<file path="src/rtl/voice_allocator.sv">
// voice_allocator: maps note-on/note-off events onto NUM_VOICES envelope voices (gate + note).
// Latency: note-on to gate high is 2 clk; a retrigger/steal holds the gate low RETRIG_CYCLES+1 cycles.
// Backpressure: ev_ready only in IDLE outside rst/panic; note-offs are accepted back-to-back.
module voice_allocator #(
  parameter int NUM_VOICES    = 4,
  parameter int NOTE_W        = 7,
  parameter int RETRIG_CYCLES = 64
) (
  input  logic                         clk,
  input  logic                         rst,
  input  logic                         ev_valid,
  output logic                         ev_ready,
  input  logic                         ev_on,
  input  logic [NOTE_W-1:0]            ev_note,
  input  logic                         panic,
  input  logic [NUM_VOICES-1:0]        voice_idle,
  output logic [NUM_VOICES-1:0]        gate,
  output logic [NUM_VOICES*NOTE_W-1:0] note,
  output logic                         stolen
);

  localparam int VW = (NUM_VOICES > 1) ? $clog2(NUM_VOICES) : 1;
  localparam int CW = $clog2(RETRIG_CYCLES + 1);

  typedef enum logic [1:0] {S_IDLE, S_DECIDE, S_RETRIG} state_t;

  state_t                state_q, state_d;
  logic [NUM_VOICES-1:0] gate_q, gate_d;
  logic [NOTE_W-1:0]     note_q [NUM_VOICES];
  logic [NOTE_W-1:0]     note_d [NUM_VOICES];
  logic [VW-1:0]         age_q  [NUM_VOICES];
  logic [VW-1:0]         age_d  [NUM_VOICES];
  logic [NOTE_W-1:0]     lat_q, lat_d;
  logic [VW-1:0]         tgt_q, tgt_d;
  logic [CW-1:0]         cnt_q, cnt_d;
  logic                  stolen_q, stolen_d;

  logic                  found_a, found_b, found_c;
  logic [VW-1:0]         idx_a, idx_b, idx_c, idx_d;
  logic [VW-1:0]         pick;
  logic                  pick_steal;
  logic                  do_age;
  logic [VW-1:0]         age_v;

  assign ev_ready = (state_q == S_IDLE) & ~rst & ~panic;
  assign gate     = gate_q;
  assign stolen   = stolen_q;

  // Flatten per-voice notes onto the output bus, voice i at [i*NOTE_W +: NOTE_W].
  always_comb begin
    note = '0;
    for (int i = 0; i < NUM_VOICES; i++) note[i*NOTE_W +: NOTE_W] = note_q[i];
  end

  // Target selection: held note, then idle released voice, then oldest released, then oldest overall.
  always_comb begin
    found_a = 1'b0;
    found_b = 1'b0;
    found_c = 1'b0;
    idx_a   = '0;
    idx_b   = '0;
    idx_c   = '0;
    idx_d   = '0;
    for (int i = 0; i < NUM_VOICES; i++) begin
      if (!found_a && gate_q[i] && (note_q[i] == lat_q)) begin
        found_a = 1'b1;
        idx_a   = VW'(i);
      end
      if (!found_b && !gate_q[i] && voice_idle[i]) begin
        found_b = 1'b1;
        idx_b   = VW'(i);
      end
      if (!gate_q[i] && (!found_c || (age_q[i] > age_q[idx_c]))) begin
        found_c = 1'b1;
        idx_c   = VW'(i);
      end
      if (age_q[i] > age_q[idx_d]) idx_d = VW'(i);
    end
    pick_steal = 1'b0;
    if (found_a)      pick = idx_a;
    else if (found_b) pick = idx_b;
    else if (found_c) pick = idx_c;
    else begin
      pick       = idx_d;
      pick_steal = 1'b1;
    end
  end

  // Next-state logic; panic overrides everything and aborts any allocation in flight.
  always_comb begin
    state_d  = state_q;
    gate_d   = gate_q;
    note_d   = note_q;
    age_d    = age_q;
    lat_d    = lat_q;
    tgt_d    = tgt_q;
    cnt_d    = cnt_q;
    stolen_d = 1'b0;
    do_age   = 1'b0;
    age_v    = tgt_q;
    if (panic) begin
      gate_d  = '0;
      state_d = S_IDLE;
    end else begin
      case (state_q)
        S_IDLE: begin
          if (ev_valid && ev_ready) begin
            if (ev_on) begin
              lat_d   = ev_note;
              state_d = S_DECIDE;
            end else begin
              for (int i = 0; i < NUM_VOICES; i++)
                if (gate_q[i] && (note_q[i] == ev_note)) gate_d[i] = 1'b0;
            end
          end
        end
        S_DECIDE: begin
          tgt_d        = pick;
          note_d[pick] = lat_q;
          if (gate_q[pick]) begin
            // Counter starts at RETRIG_CYCLES and the gate rises on the edge leaving 0,
            // giving RETRIG_CYCLES+1 low cycles after this edge.
            gate_d[pick] = 1'b0;
            cnt_d        = CW'(RETRIG_CYCLES);
            stolen_d     = pick_steal;
            state_d      = S_RETRIG;
          end else begin
            gate_d[pick] = 1'b1;
            do_age       = 1'b1;
            age_v        = pick;
            state_d      = S_IDLE;
          end
        end
        S_RETRIG: begin
          if (cnt_q == '0) begin
            gate_d[tgt_q] = 1'b1;
            do_age        = 1'b1;
            age_v         = tgt_q;
            state_d       = S_IDLE;
          end else begin
            cnt_d = cnt_q - CW'(1);
          end
        end
        default: state_d = S_IDLE;
      endcase
    end
    if (do_age) begin
      for (int i = 0; i < NUM_VOICES; i++)
        if (age_q[i] < age_q[age_v]) age_d[i] = age_q[i] + VW'(1);
      age_d[age_v] = '0;
    end
  end

  // State registers; ages reset to a distinct 0..N-1 ordering.
  always_ff @(posedge clk or posedge rst) begin
    if (rst) begin
      state_q  <= S_IDLE;
      gate_q   <= '0;
      lat_q    <= '0;
      tgt_q    <= '0;
      cnt_q    <= '0;
      stolen_q <= 1'b0;
      for (int i = 0; i < NUM_VOICES; i++) begin
        note_q[i] <= '0;
        age_q[i]  <= VW'(i);
      end
    end else begin
      state_q  <= state_d;
      gate_q   <= gate_d;
      note_q   <= note_d;
      age_q    <= age_d;
      lat_q    <= lat_d;
      tgt_q    <= tgt_d;
      cnt_q    <= cnt_d;
      stolen_q <= stolen_d;
    end
  end

endmodule
</file>
<file path="config.mk">
export PLATFORM = sky130hd
export DESIGN_NAME = voice_allocator
export DESIGN_NICKNAME = d
export VERILOG_FILES = /design/src/rtl/voice_allocator.sv
export SDC_FILE = /design/constraint.sdc
export NUM_CORES = 1
export LEC_CHECK = 0
export ABC_AREA = 1
export BUFFER_PORTS_ARGS = -buffer_cell sky130_fd_sc_hd__buf_2
export CORE_MARGIN = 8
export CORE_UTILIZATION = 40
export CTS_BUF_LIST = sky130_fd_sc_hd__clkbuf_4 sky130_fd_sc_hd__clkbuf_8 sky130_fd_sc_hd__clkbuf_16
export CTS_CLUSTER_DIAMETER = 150
export DETAILED_ROUTE_END_ITERATION = 8
export PLACE_DENSITY_LB_ADDON = 0.15
export REMOVE_ABC_BUFFERS = 1
export SKIP_LAST_GASP = 1
export SYNTH_ARGS = -nofsm -noshare
export SYNTH_HDL_FRONTEND = slang
export SYNTH_SLANG_ARGS = --single-unit
</file>
<file path="constraint.sdc">
create_clock -name clk -period 4.6 [get_ports clk]
set_clock_uncertainty 0.05 [all_clocks]
set_input_delay 0.92 -clock clk [delete_from_list [all_inputs] [get_ports clk]]
set_output_delay 0.92 -clock clk [all_outputs]
set_load 0.005 [all_outputs]
</file>
==> flow_summary_export.csv, run 1 <==
group,metric,value,unit
outcome,status,"finished, final reports clean",
setup_path,start_kind,"flop",
die,core,11500,um2
yosys,ys.warnings.count,0,
yosys,synth_edf_count,0,
clock_tree,cts_htree_levels,3,
hold_path,hold_class,"flop to flop",
layout,diodes,0,
sta,min_period,4.57,ns
pwr,leakagePower,0.00290,uW
clock_tree,cts_hold_buf,0,
route,dr.first_iter.drc_count,279,
setup_path,max_stage_delay,0.53,ns
placed_design,dpl_cell_area,5170,um2
die,start_util,41.0,%
route,dr.pass1.iters,5,
setup_path,setup.worst_path.class,"flop to flop",
route,avgViaCountPerCell,5.19,
die,fp.dieArea,15500,um2
clock_tree,cts_buffers,9,
yosys,yosys_register_bits,59,
layout,stdcell_area,5730,um2
yosys,ys_types,44,
layout,drive_above_1_share,24.5,%
sta,max_freq,219,MHz
die,num_io_pins,50,
clock_tree,clk_pin_slew,0.05,ns
global_routing,grt_pass1_vias,4596,
run,cap_viol_max_count,0,
sta,rsz0062_at_grt,"true",
route,ant_nets,0,
setup_path,cp_common_cell,"nand2_1",
setup_path,required,4.77,ns
layout,fin_nets,805,
global_routing,grt_max_degree,34,
placed_design,numPortBuffers,49,
yosys,syn_avg_cell_area,6.80,um2
clock_tree,cts.path.max_buffers,2,
placed_design,hpwl,11100,um
yosys,syn_area,4700,um2
layout,final_cell_mix,"nand2_1, inv_1, dfrtp_1, o21ai_0, buf_2",
pwr,total_power,4260,uW
pwr,ir_drop,0.000590,V
die,rows,39,
pwr,p_per_area,744,nW/um2
die,floorplan.die.height,124,um
clock_tree,cts_tree,"done",
placed_design,place_congestion,0.915,
global_routing,antenna_found_initial,0,
route,num_vias,4777,
yosys,ys_seq_area_share,31.5,%
route,wire_per_inst,15.7,um
global_routing,grtUsageTotal,18.6,%
sta,hold_viol,0,
global_routing,grt_pass1_wl,23700,um
route,finalWirelength,14500,um
setup_path,worstSetupEndpointType,"flop",
layout,area_delta_synth_final,21.8,%
sta,slew_violations,0,
clock_tree,numClockSinks,59,
clock_tree,insertion_delay,0.33,ns
setup_path,cpMaxStageDelayCell,"dfstp_2",
route,drc,0,
global_routing,grt_overflow,0,
setup_path,cp.arrival,4.74,ns
sta,finalSetupViolations,0,
yosys,synthArstFlopShare,100,%
sta,slew_headroom,52.3,%
yosys,syn_inst,692,
layout,layout_commonest_cell,"nand2_1",
yosys,ys_dominant_reg_cell,"dfrtp_1",
setup_path,critPathMaxFanout,6,
sta,finalCritPeriodShare,99.4,%
die,die_w,124,um
clock_tree,cts-root-buf,"clkbuf_16",
sta,tightestPinTransition,0.714,ns
## path summary, 6_finish.rpt
path	start	to	slack [ns]	cells past startpoint
max	age_q[4]	age_q[2]	0.03	38
min	cnt_q[6]	cnt_q[6]	0.45	2
max reg2reg	age_q[4]	age_q[2]	0.03	38
min reg2reg	cnt_q[6]	cnt_q[6]	0.45	2
max in group asynchronous	rst	age_q[0]	2.95	3
min in group asynchronous	rst	lat_q[6]	0.66	2
## where the power goes
group          switching [uW]  total (uW)  internal, uW
clock                     256         690           434
sequential                284        1000           717
combinational            1500        2570          1070
## metrics by stage
step | worst slack [ns] | cells | setup TNS [ns] | hold WS (ns) | util, %
2_1_floorplan | 0.103 | 676 | 0 | 0.420 | -
3_3_place_gp | 0.0356 | 891 | 0 | 0.443 | 45.1
3_5_place_dp | -0.254 | 891 | -2.45 | 0.441 | 45.1
4_1_cts | 0.0274 | 918 | 0 | 0.451 | 49.0
5_1_grt | -0.338 | 920 | -3.24 | 0.469 | 50.0
6_report | 0.0256 | 920 | 0 | 0.448 | 50.0
## flip-flops by register name (all words and copies together), names as in the netlist
| signal | cells |
|---|---|
| note | 28 |
| cnt_q | 7 |
| age_q | 8 |
| lat_q | 7 |
| gate | 4 |
| state_q | 2 |
| stolen | 1 |
| tgt_q | 2 |
## Yosys cell counts (all sizes together), types with 2 or more instances
master   number  area (um2)
o21bai        2        15.0
a221oi        2        17.5
nand2       266        1070
xor2          4        35.0
clkbuf        6        22.5
o2111ai       8        70.1
o21ai        64         347
clkinv        3        11.3
nand3        58         400
ha           17         213
xnor2         2        17.5
a31oi         2        12.5
o22ai         7        50.1
buf          10         106
o221ai        2        17.5
dfrtp        55        1380
inv         103         397
o41ai         4        35.0
a21oi        14         100
nor2         46         185
nor3          4        20.0
dfstp         4         105
nand4         4        40.0
## final cells by class
| type | instances | area (um2) |
|---|---|---|
| clock inverters | 6 | 65.1 |
| flip-flops and latches | 59 | 1480 |
| clock buffers | 10 | 239 |
| multi-input cells | 512 | 2840 |
| well taps | 143 | 179 |
| inverters | 106 | 408 |
| repair buffers | 84 | 515 |
| fillers | 1140 | 5740 |
## critical path: cells and delay by family, from the launching register on
| family | cells | cell delay (ns) |
|---|---|---|
| compound gates | 8 | 1.14 |
| buf+inv | 6 | 0.33 |
| simple gates | 21 | 1.65 |
| fa+ha+maj | 3 | 0.73 |
| flops | 1 | 0.53 |
## cells by family (layout without fill, tap and decap cells)
family / count (synthesis) / after routing / share of synthesized area (%)
XOR/XNOR: 6 / 6 / 1.12
AND/OR/NAND/NOR: 379 / 380 / 36.6
buffers and inverters: 122 / 206 / 11.4
adder cells (fa/ha/maj): 17 / 17 / 4.52
AO/OA/AOI/OAI: 109 / 109 / 14.8
flip-flops: 59 / 59 / 31.5
## per-layer routing
metal / share of wire (%) / vias up / global-route usage (%)
met4: 3.1 / 0 / 9.14
met5: 0 / - / 0
li1: - / 2389 / -
met3: 5.2 / 35 / 3.53
met2: 46 / 150 / 29.8
met1: 45 / 2203 / 23.5
## what timing repair did
item / CTS / global route
endpoints found under the setup margin: 19 / 47
gates cloned: 1 / 0
hold endpoints to repair: 0 / 0
setup buffers: 10 / 2
pin swaps: 12 / 28
gates resized for setup: 16 / 28
(Power assumes the default switching activity.)
==> run 2: changes to the inputs <==
- CELL_PAD_IN_SITES_DETAIL_PLACEMENT: default -> 1
- CELL_PAD_IN_SITES_GLOBAL_PLACEMENT: default -> 2
- CORE_UTILIZATION: 40 -> 30
- CTS_BUF_LIST: sky130_fd_sc_hd__clkbuf_4 sky130_fd_sc_hd__clkbuf_8 sky130_fd_sc_hd__clkbuf_16 -> default
==> run 2 against run 1 <==
Against the previous run:
- final cell count grew 8.9%
- utilization shrank 11 points
- cell area grew 4.0%
- combinational power increased by 5%
- setup slack better by 0.047 ns
- first-iteration DRC count decreased by 24%
- flip-flop and latch count stayed put
- wire length increased by 18%
- critical path depth rose by 5
- hold slack better by 0.00072 ns
==> flow_summary_export.csv, run 2 (synthesized netlist as in run 1, its figures left out) <==
group,metric,value,unit
die,fp.dieArea,19900,um2
global_routing,antenna_found_initial,0,
sta,max_freq,221,MHz
setup_path,cp_common_cell,"nand2_1",
clock_tree,numClockSinks,59,
pwr,leakagePower,0.00298,uW
hold_path,hold_class,"flop to flop",
layout,diodes,0,
sta,min_period,4.53,ns
layout,largest_reg_flops,28,
clock_tree,cts_buffers,9,
global_routing,grt_pass1_vias,5171,
route,ant_nets,0,
placed_design,numPortBuffers,49,
route,drc,0,
pwr,p_per_area,751,nW/um2
sta,slew_headroom,47.5,%
layout,area_delta_synth_final,26.6,%
route,wire_per_inst,17.1,um
sta,finalCritPeriodShare,98.4,%
route,dr.pass1.iters,4,
sta,rsz0062_at_grt,"true",
die,start_util,30.8,%
route,dr.first_iter.drc_count,213,
pwr,ir_drop,0.000195,V
run,cap_viol_max_count,0,
layout,fin_cells,1002,
setup_path,required,4.78,ns
die,num_io_pins,50,
global_routing,grt_overflow,0,
clock_tree,insertion_delay,0.35,ns
sta,hold_viol,0,
route,finalWirelength,17100,um
layout,final_cell_mix,"nand2_1, inv_1, dfrtp_1, o21ai_0, buf_2",
placed_design,post-place-ws,-0.332,ns
global_routing,grtUsageTotal,18.0,%
setup_path,cpMaxStageDelayCell,"dfstp_2",
global_routing,grt_pass1_wl,28000,um
placed_design,dp.cells,970,
route,avgViaCountPerCell,4.84,
sta,fin_setup_tns,0,ns
sta,final.setup.worst_slack,0.0721,ns
die,core,15300,um2
placed_design,dpl_cell_area,5340,um2
outcome,status,"finished, final reports clean",
sta,slew_violations,0,
sta,tightestPinTransition,0.786,ns
setup_path,max_stage_delay,0.53,ns
route,num_vias,4847,
setup_path,critPathLaunch,"age_q[4]",
global_routing,grt_max_degree,34,
die,rows,45,
layout,layout_commonest_cell,"nand2_1",
setup_path,start_kind,"flop",
layout,fillerInstances,1926,
clock_tree,clk_pin_slew,0.06,ns
die,floorplan.die.height,141,um
setup_path,setup.worst_path.class,"flop to flop",
placed_design,hpwl,13300,um
setup_path,cp.arrival,4.71,ns
clock_tree,cts_htree_levels,3,
layout,stdcell_area,5960,um2
hold_path,min_from,"age_q[0]",
layout,fin_nets,819,
clock_tree,cts-root-buf,"clkbuf_16",
setup_path,critPathMaxFanout,7,
die,die_w,141,um
setup_path,worstSetupEndpointType,"flop",
clock_tree,cts.path.max_buffers,2,
setup_path,r2r_start,"age_q[4]",
placed_design,place_congestion,0.857,
sta,finalSetupViolations,0,
clock_tree,cts_tree,"done",
layout,drive_above_1_share,26.3,%
[run 2: area by class of cell]
class                           instances  area, um2  area share, %
Multi-Input combinational cell        511       2840           47.6
Sequential cell                        59       1480           24.9
Timing Repair Buffer                   99        639           10.7
Inverter                              106        410           6.89
Tap cell                              211        264           4.43
Clock buffer                            9        225           3.78
Clock inverter                          7        100           1.68
[run 2: final timing paths]
kind                       endpoint  slack [ns]  cells past startpoint
max                        age_q[2]        0.07                     43
min                        age_q[0]        0.45                      2
max reg2reg                age_q[2]        0.07                     43
min reg2reg                age_q[0]        0.45                      2
max in group asynchronous  note[21]        2.95                      3
min in group asynchronous    stolen        0.68                      2
[run 2: layer usage]
layer / up-vias / global-route usage (%) / routed length, um
met4: 0 / 7.81 / 478
li1: 2405 / - / -
met2: 77 / 31.4 / 8480
met3: 32 / 3.14 / 587
met1: 2333 / 21.2 / 7570
met5: - / 0 / 0
[run 2: metrics by stage]
stage | power (uW) | hold slack (ns) | utilization [%]
global route | 4910 | 0.459 | 39.0
global placement | 3230 | 0.442 | 35.0
detailed placement | 3310 | 0.442 | 35.0
CTS | 4410 | 0.453 | 38.4
floorplan | 2440 | 0.420 | -
finish | 4470 | 0.449 | 39.0
[run 2: power by group]
part / switching (uW) / internal [uW]
registers: 288 / 716
clock network: 286 / 478
logic: 1560 / 1140
total: 2140 / 2340
[run 2: worst max-delay path: cells and delay by family (launching register included)]
kind,cells,cell delay [ns]
AND/OR/NAND/NOR,27,1.95
adder cells (fa/ha/maj),3,0.73
AO/OA/AOI/OAI,6,0.66
buffers and inverters,7,0.47
flip-flops,1,0.53
[run 2: repair_timing]
| item | in CTS | in global routing |
|---|---|---|
| pin swaps | 24 | 23 |
| hold buffers | 0 | 0 |
| resized for setup | 34 | 19 |
| setup buffers | 11 | 5 |
| endpoints found under the setup margin | 22 | 47 |
==> run 3: changes to the inputs <==
--- a/config.mk
+++ b/config.mk
@@ -18,2 +18,3 @@
 export SKIP_LAST_GASP = 1
+export SLEW_MARGIN = 10
 export SYNTH_ARGS = -nofsm -noshare
==> constraint.sdc (replaced) <==
create_clock -name clk -period 4.6 [get_ports clk]
set_clock_uncertainty 0.05 [all_clocks]
set_input_delay 0.23 -clock clk [delete_from_list [all_inputs] [get_ports clk]]
set_output_delay 0.23 -clock clk [all_outputs]
set_load 0.005 [all_outputs]
==> run 3 against run 2 <==
Against the previous run:
- the flow now finishes with violations (setup timing)
- flip-flop and latch count is the same
- power decreased by 0.69%
- critical path depth is 5 lower
- critical endpoint unchanged
- largest power group unchanged
==> flow_summary_export.csv, run 3 (synthesized netlist as in run 1, its figures left out) <==
group,metric,value,unit
outcome,status,"complete, but fails checks",
outcome,violations,"setup timing",
global_routing,grt_pass1_vias,5300,
clock_tree,numClockSinks,59,
die,rows,45,
setup_path,max_stage_delay,0.53,ns
global_routing,grt_pass1_wl,27800,um
setup_path,cpMaxStageDelayCell,"dfstp_2",
sta,finalCritPeriodShare,100,%
placed_design,dp.cells,970,
die,floorplan.die.height,141,um
die,die_w,141,um
clock_tree,cts_tree,"done",
setup_path,required,4.78,ns
pwr,ir_drop,0.000230,V
clock_tree,insertion_delay,0.34,ns
global_routing,grt_max_degree,60,
placed_design,hpwl,13200,um
setup_path,cp_common_cell,"nand2_1",
die,num_io_pins,50,
sta,slew_headroom,44.7,%
die,core,15300,um2
global_routing,grt_overflow,0,
sta,slew_violations,0,
sta,hold_viol,0,
route,dr.first_iter.drc_count,184,
layout,largest_reg_flops,28,
pwr,p_per_area,743,nW/um2
global_routing,grtUsageTotal,17.9,%
setup_path,worstSetupEndpointType,"flop",
sta,hold_slack,0.0878,ns
route,avgViaCountPerCell,4.97,
sta,finalSetupViolations,4,
die,start_util,30.8,%
layout,area_delta_synth_final,27.0,%
route,num_vias,4971,
pwr,leakagePower,0.00298,uW
route,finalWirelength,17800,um
run,cap_viol_max_count,0,
global_routing,antenna_found_initial,0,
die,fp.dieArea,19900,um2
sta,min_period,4.62,ns
route,ant_nets,0,
layout,drive_above_1_share,28.1,%
setup_path,setup.worst_path.class,"flop to flop",
sta,max_freq,216,MHz
clock_tree,cts_htree_levels,3,
sta,final.setup.worst_slack,-0.0220,ns
setup_path,crit_buf_inv,5,
layout,final_cell_mix,"nand2_1, inv_1, dfrtp_1, buf_2, nand3_1",
route,wire_per_inst,17.8,um
layout,fin_nets,817,
layout,fin_cells,1000,
placed_design,numPortBuffers,49,
setup_path,start_kind,"flop",
layout,diodes,0,
setup_path,crit_family,"simple AND/OR/NAND/NOR gates",
clock_tree,cts_buffers,9,
setup_path,cp.arrival,4.80,ns
clock_tree,cts-root-buf,"clkbuf_16",
setup_path,critPathMaxFanout,8,
sta,rsz0062_at_grt,"true",
hold_path,hold_class,"primary input to asynchronous set/reset pin",
clock_tree,cts.path.max_buffers,2,
placed_design,place_congestion,0.857,
layout,layout_commonest_cell,"nand2_1",
route,dr.pass1.iters,4,
route,drc,0,
sta,tightestPinTransition,0.829,ns
clock_tree,clk_pin_slew,0.06,ns
==> run 3: changes by cell type in the layout (fill, tap and decap cells not counted), sizes merged <==
| cell | before | now |
|---|---|---|
| clkbuf | 9 | 12 |
| bufinv | 2 | 0 |
| clkinv | 3 | 5 |
| inv | 105 | 103 |
| buf | 99 | 96 |
| clkinvlp | 3 | 2 |
| nand2 | 266 | 267 |
==> run 3: final timing paths <==
path                            startpoint         end  slack (ns)  depth (start not counted)
worst max register to register    age_q[4]    age_q[2]       -0.02                         38
worst max-delay path              age_q[4]    age_q[2]       -0.02                         38
worst min register to register    age_q[0]    age_q[0]        0.44                          2
min in group clk                     panic      stolen        0.09                          2
max in group asynchronous              rst    note[24]        3.86                          3
worst min-delay path                   rst  state_q[0]        0.09                          3
==> run 3: tightest hold or removal path: cells and delay by family <==
kind                   cells  cell delay [ns]
buffers and inverters      3             0.79
==> run 3: metal layers <==
layer / part of all wire (%) / routed length (um) / up-vias / GRT usage (%)
met5: 0 / 0 / - / 0
met2: 50 / 8900 / 86 / 31.0
met1: 44 / 7730 / 2456 / 20.8
li1: - / - / 2403 / -
met4: 2.2 / 396 / 0 / 7.64
met3: 4.1 / 730 / 26 / 4.09
==> run 3: what timing repair did <==
item / in CTS / in global routing
setup buffers: 6 / 6
endpoints found under the setup margin: 22 / 47
pin swaps: 24 / 40
cloned: 1 / 3
resized for setup: 21 / 68
hold endpoints to repair: 0 / 0
hold buffers: 0 / 0
==> run 3: layout make-up <==
type | instances | area [um2]
inverter | 106 | 408
fill | 1942 | 9280
multi-input combinational | 512 | 2920
clock buffer | 12 | 256
sequential | 59 | 1480
tap | 211 | 264
timing repair buffer | 96 | 626
clock inverter | 4 | 25.0
==> run 3: stage by stage <==
step           power (uW)  TNS, ns  util, %  area, um2  setup slack (ns)
6_report             4440  -0.0307     39.2       5980           -0.0220
3_3_place_gp         3230        0     35.0       5340            0.0174
3_5_place_dp         3320    -3.43     35.0       5340            -0.327
4_1_cts              4270  -0.0488     37.7       5750           -0.0439
5_1_grt              4870    -7.28     39.2       5980            -0.365
2_1_floorplan        2440        0        -       4580             0.103
==> run 3: where the power goes <==
| part | leakage [uW] | internal (uW) | total (uW) | switching (uW) |
|---|---|---|---|---|
| combinational | 0.00210 | 1160 | 2780 | 1620 |
| clock | 0.000135 | 392 | 650 | 258 |
| sequential | 0.000749 | 717 | 1010 | 292 |
